File: src/rtl/adc_mux_arbiter.sv
// Shares the single external ADC between QCW over-current detect and boost current sense,
// sequencing mux switch-overs with settle waits and qualifying samples per consumer.
module adc_mux_arbiter #(
  parameter int unsigned SETTLE_CYCLES  = 24,
  parameter int unsigned POST_HOLD      = 240,
  parameter int unsigned ACTIVE_TIMEOUT = 2400
) (
  input  logic       clk,
  input  logic       reset,
  input  logic       qcw_req,
  input  logic       qcw_active,
  input  logic [9:0] adc_data,
  input  logic       clear_err,
  output logic       adc_mux,
  output logic       qcw_go,
  output logic       boost_grant,
  output logic [9:0] adc_data_q,
  output logic       ocd_valid,
  output logic       il_valid,
  output logic       timeout_err,
  output logic [15:0] switch_count
);

  localparam logic [15:0] SettleLast  = 16'(SETTLE_CYCLES - 1);
  localparam logic [15:0] HoldLast    = 16'(POST_HOLD - 1);
  localparam logic [15:0] TimeoutLast = 16'(ACTIVE_TIMEOUT - 1);

  typedef enum logic [2:0] {StBoost, StSetOcd, StOcd, StHold, StSetBst} state_e;

  state_e      state_q, state_d;
  logic [15:0] cnt_q, cnt_d;
  logic        seen_q, seen_d;
  logic        go_d, terr_set;
  logic        mux_d, grant_d, ocd_valid_d, il_valid_d, timeout_err_d;
  logic [15:0] switch_count_d;

  always_comb begin
    state_d  = state_q;
    cnt_d    = '0;
    seen_d   = seen_q;
    go_d     = 1'b0;
    terr_set = 1'b0;
    unique case (state_q)
      StBoost: begin
        if (qcw_req) state_d = StSetOcd;
      end
      StSetOcd: begin
        if (cnt_q == SettleLast) begin
          state_d = StOcd;
          go_d    = 1'b1;
          seen_d  = 1'b0;
        end else begin
          cnt_d = cnt_q + 16'd1;
        end
      end
      StOcd: begin
        // Once the driver has started, the timeout no longer applies; wait for it to finish.
        if (seen_q || qcw_active) begin
          seen_d = 1'b1;
          cnt_d  = cnt_q;
          if (seen_q && !qcw_active) begin
            state_d = StHold;
            cnt_d   = '0;
          end
        end else if (cnt_q == TimeoutLast) begin
          state_d  = StSetBst;
          terr_set = 1'b1;
        end else begin
          cnt_d = cnt_q + 16'd1;
        end
      end
      StHold: begin
        // Mux already on OCD, so a new request fires without resettling.
        if (qcw_req) begin
          state_d = StOcd;
          go_d    = 1'b1;
          seen_d  = 1'b0;
        end else if (cnt_q == HoldLast) begin
          state_d = StSetBst;
        end else begin
          cnt_d = cnt_q + 16'd1;
        end
      end
      StSetBst: begin
        if (qcw_req) begin
          state_d = StSetOcd;
        end else if (cnt_q == SettleLast) begin
          state_d = StBoost;
        end else begin
          cnt_d = cnt_q + 16'd1;
        end
      end
      default: state_d = StBoost;
    endcase
  end

  // Output flops decode the next state so they change on the same edge as the state.
  always_comb begin
    mux_d          = (state_d == StSetOcd) || (state_d == StOcd) || (state_d == StHold);
    grant_d        = (state_d == StBoost);
    switch_count_d = switch_count;
    if ((mux_d != adc_mux) && (switch_count != 16'hFFFF)) switch_count_d = switch_count + 16'd1;
    ocd_valid_d    = (state_q == StOcd) || (state_q == StHold);
    il_valid_d     = (state_q == StBoost) && boost_grant;
    timeout_err_d  = terr_set | (timeout_err & ~clear_err);
  end

  always_ff @(posedge clk or posedge reset) begin
    if (reset) begin
      state_q      <= StBoost;
      cnt_q        <= '0;
      seen_q       <= 1'b0;
      adc_mux      <= 1'b0;
      qcw_go       <= 1'b0;
      boost_grant  <= 1'b0;
      adc_data_q   <= '0;
      ocd_valid    <= 1'b0;
      il_valid     <= 1'b0;
      timeout_err  <= 1'b0;
      switch_count <= '0;
    end else begin
      state_q      <= state_d;
      cnt_q        <= cnt_d;
      seen_q       <= seen_d;
      adc_mux      <= mux_d;
      qcw_go       <= go_d;
      boost_grant  <= grant_d;
      adc_data_q   <= adc_data;
      ocd_valid    <= ocd_valid_d;
      il_valid     <= il_valid_d;
      timeout_err  <= timeout_err_d;
      switch_count <= switch_count_d;
    end
  end

endmodule
File: config.mk
export PLATFORM = sky130hd
export DESIGN_NAME = adc_mux_arbiter
export DESIGN_NICKNAME = d
export VERILOG_FILES = /design/src/rtl/adc_mux_arbiter.sv
export SDC_FILE = /design/constraint.sdc
export NUM_CORES = 1
export LEC_CHECK = 0
export BUFFER_PORTS_ARGS = -buffer_cell sky130_fd_sc_hd__buf_2
export CAP_MARGIN = 0
export CORE_MARGIN = 2
export CORE_UTILIZATION = 30
export CTS_CLUSTER_DIAMETER = 200
export DETAILED_ROUTE_END_ITERATION = 16
export PLACE_DENSITY = 0.51
export SLEW_MARGIN = 5
export SYNTH_ARGS = -nofsm -noshare
export SYNTH_HDL_FRONTEND = slang
export SYNTH_SLANG_ARGS = --single-unit
File: constraint.sdc
create_clock -name clk -period 6.1 [get_ports clk]
set_input_delay 1.83 -clock clk [delete_from_list [all_inputs] [get_ports clk]]
set_output_delay 1.83 -clock clk [all_outputs]
set_load 0.005 [all_outputs]
==> impl_metrics.csv <==
group,metric,value,unit
run_status,outcome,"completed",
logic_synthesis,synth_flop_cell,"dfrtp_1",
critical_path,r2r-end,"switch_count[1]$_DFFE_PP0P_",
logic_synthesis,yosys-top-cells-area,"dfrtp_1, xor2_1, nand3_1",
routing,antenna_left,0,
clock_tree,cts_buffers,5,
clock_tree,root_buffer,"clkbuf_8",
timing,tightest_slew,0.6153,ns
clock_tree,clk_latency,0.30,ns
floorplanning,dieWidth,94.28,um
timing,skew,0.01218,ns
logic_synthesis,yosys_register_bits,52,
timing,setup_slack,2.612,ns
floorplanning,start_util,0.3131,
layout,syn2layout_area_growth,16.89,%
critical_path,crit_required,6.30,ns
clock_tree,ctsHoldBuffers,0,
timing,maxSlewHeadroom,0.5860,
grt,grt_max_degree,32,
logic_synthesis,yosysUniqueCellTypes,42,
clock_tree,htreeDepth,2,
power_and_ir_drop,ir_drop,0.1140,mV
clock_tree,clock_sinks,52,
placed_design,place_hpwl,3622,um
logic_synthesis,synth.avg_cell_area,10.32,um^2
worst_hold_path,min_from,"switch_count[13]$_DFFE_PP0P_",
layout,drive_gt1_frac,0.2261,
logic_synthesis,syn_area,2445,um^2
clock_tree,clk_pin_slew,0.10,ns
logic_synthesis,synthDominantCellAreaShare,0.5322,
floorplanning,dieHeight,94.28,um
worst_hold_path,whs_endpoint,"switch_count[13]$_DFFE_PP0P_",
critical_path,cp-startpoint,"qcw_req",
critical_path,crit_path_start_kind,"primary input",
placed_design,post_dp_cell_area,2769,um^2
routing,wl,5037,um
timing,hold_viol_final,0,
floorplanning,std_cell_rows,32,
grt,grtUsageTotal,0.1210,
power_and_ir_drop,cellPowerDensity,340.6,nW/um^2
clock_tree,post_cts_buffers,0,
critical_path,cp_top_family,"simple AND/OR/NAND/NOR gates",
routing,drt_iter0_drc,63,
layout,num_antenna_cells,0,
worst_hold_path,hold_depth,1,
grt,antenna_found_initial,0,
layout,final_area,2858,um^2
grt,grt_pass1_wl,8528,um
clock_tree,tritoncts,"yes",
floorplanning,pin_count,47,
logic_synthesis,yosysWarnings,0,
placed_design,io_buffers,46,
timing,setup_tns,0,ns
critical_path,r2r-start,"cnt_q[9]$_DFFE_PP0P_",
floorplanning,fp.dieArea,8888,um^2
timing,slew_viol_final,0,
timing,fin_crit,3.488,ns
critical_path,crit_chain,"buf_2 -> nor4bb_1 -> nand4_1 -> nand3_1 -> a31oi_1 -> or2_1 -> xnor2_4 -> nor2_2 -> mux2_4",
critical_path,arrival,3.69,ns
routing,drc,0,
critical_path,cp_slowest_cell,"or2_1",
timing,fin_crit_sh,0.5717,
clock_tree,cts_resized,0,
layout,final_util,0.3660,
grt,grt_pass1_vias,1695,
critical_path,crit_type,"in2reg",
clock_tree,max-clock-path-buffers,2,
logic_synthesis,synth_cells,237,
power_and_ir_drop,leakage,1.230,nW
floorplanning,coreArea,7807,um^2
logic_synthesis,yosysMostFrequentCell,"dfrtp_1",
routing,dr.pass1.iters,4,
routing,viasPerCell,4.834,
critical_path,critPathMaxStageDelay,0.37,ns
layout,nNetsFinal,299,
timing,rsz0062_at_grt,"false",
critical_path,r2r_cells,8,
routing,vias,1861,
logic_synthesis,synth_top_area_cell,"dfrtp_1",
critical_path,crit_buf_inv,1,
timing,setup_viol,0,
routing,wl_per_cell,13.08,um
critical_path,endpoint_kind,"flip-flop",
flow_run,drv_cap,0,
timing,fmax,286.7,MHz
logic_synthesis,synth_edf_count,0,
logic_synthesis,synth-seq-area-share,0.5322,
logic_synthesis,syn_nets,254,
placed_design,place_congestion,0.8044,
logic_synthesis,synthTopCellsByCount,"dfrtp_1, nand2_1, nand3_1",
grt,grt_overflow,0,
critical_path,r2r_slack,3.02,ns
worst_hold_path,hp-class,"reg2reg",
placed_design,post-place-ws,2.271,ns
logic_synthesis,synthArstFlopShare,1.000,
critical_path,cp_max_fo,10,
layout make-up:
type,instances,area (um^2)
Clock buffer,6,72.57
Clock inverter,2,16.27
Fill cell,801,4950
Inverter,10,37.54
Multi-Input combinational cell,166,1065
Sequential cell,52,1301
Tap cell,102,127.6
Timing Repair Buffer,47,237.7
worst max path at each step:
stage | depth (start not counted) | to | slack [ns]
2_1_floorplan | 9 | switch_count[1]$_DFFE_PP0P_ | 2.59
6_report | 9 | switch_count[1]$_DFFE_PP0P_ | 2.61
5_1_grt | 9 | switch_count[1]$_DFFE_PP0P_ | 2.38
4_1_cts | 9 | switch_count[1]$_DFFE_PP0P_ | 2.61
3_5_place_dp | 9 | switch_count[1]$_DFFE_PP0P_ | 2.27
3_3_place_gp | 9 | switch_count[1]$_DFFE_PP0P_ | 2.30
flip-flops by register name, indices dropped and copies added (netlist names):
| register | flops |
|---|---|
| timeout_err | 1 |
| adc_mux | 1 |
| boost_grant | 1 |
| state_q | 3 |
| il_valid | 1 |
| cnt_q | 16 |
| adc_data_q | 10 |
| qcw_go | 1 |
| seen_q | 1 |
| ocd_valid | 1 |
| switch_count | 16 |
routing by layer:
metal | GRT usage | up-vias | wire length [um]
met5 | 0 | - | 0
met4 | 0.02899 | 0 | 35
met3 | 0.02729 | 4 | 195
met2 | 0.1982 | 34 | 2359
met1 | 0.1624 | 900 | 2446
li1 | - | 923 | -
cells in the final DEF, fill, tap and decap left out, types with 9 or more instances in the layout:
master,netlist,final
dfrtp_1,52,52
nor2_1,14,14
nor3_1,11,11
nand3_1,17,17
xor2_1,11,11
nand4_1,9,9
inv_1,10,9
o21ai_0,15,15
nand2_1,19,19
buf_2,0,46
per-stage QoR:
stage | total power, W | hold WS, ns | std cells
after global placement | 0.0007854 | 0.4839 | 377
after global routing | 0.001049 | 0.5311 | 385
after detailed placement | 0.0007883 | 0.4815 | 377
after floorplan | 0.0006967 | 0.4769 | 237
final | 0.0009735 | 0.4932 | 385
after CTS | 0.0009917 | 0.5024 | 385
power breakdown:
part           internal (W)  switching [W]
clock             0.0000819       0.000116
sequential         0.000406      0.0000736
combinational      0.000139       0.000158
total              0.000627       0.000347
kinds of logic after synthesis:
| logic type | synth area share |
|---|---|
| adder cells (fa/ha/maj) | 0.01023 |
| multiplexers | 0.02098 |
| AO/OA/AOI/OAI | 0.07421 |
| AND/OR/NAND/NOR | 0.2477 |
| flip-flops | 0.5322 |
| XOR/XNOR | 0.08240 |
| buffers and inverters | 0.03224 |
Note: power is estimated with default switching activity, not from simulation.
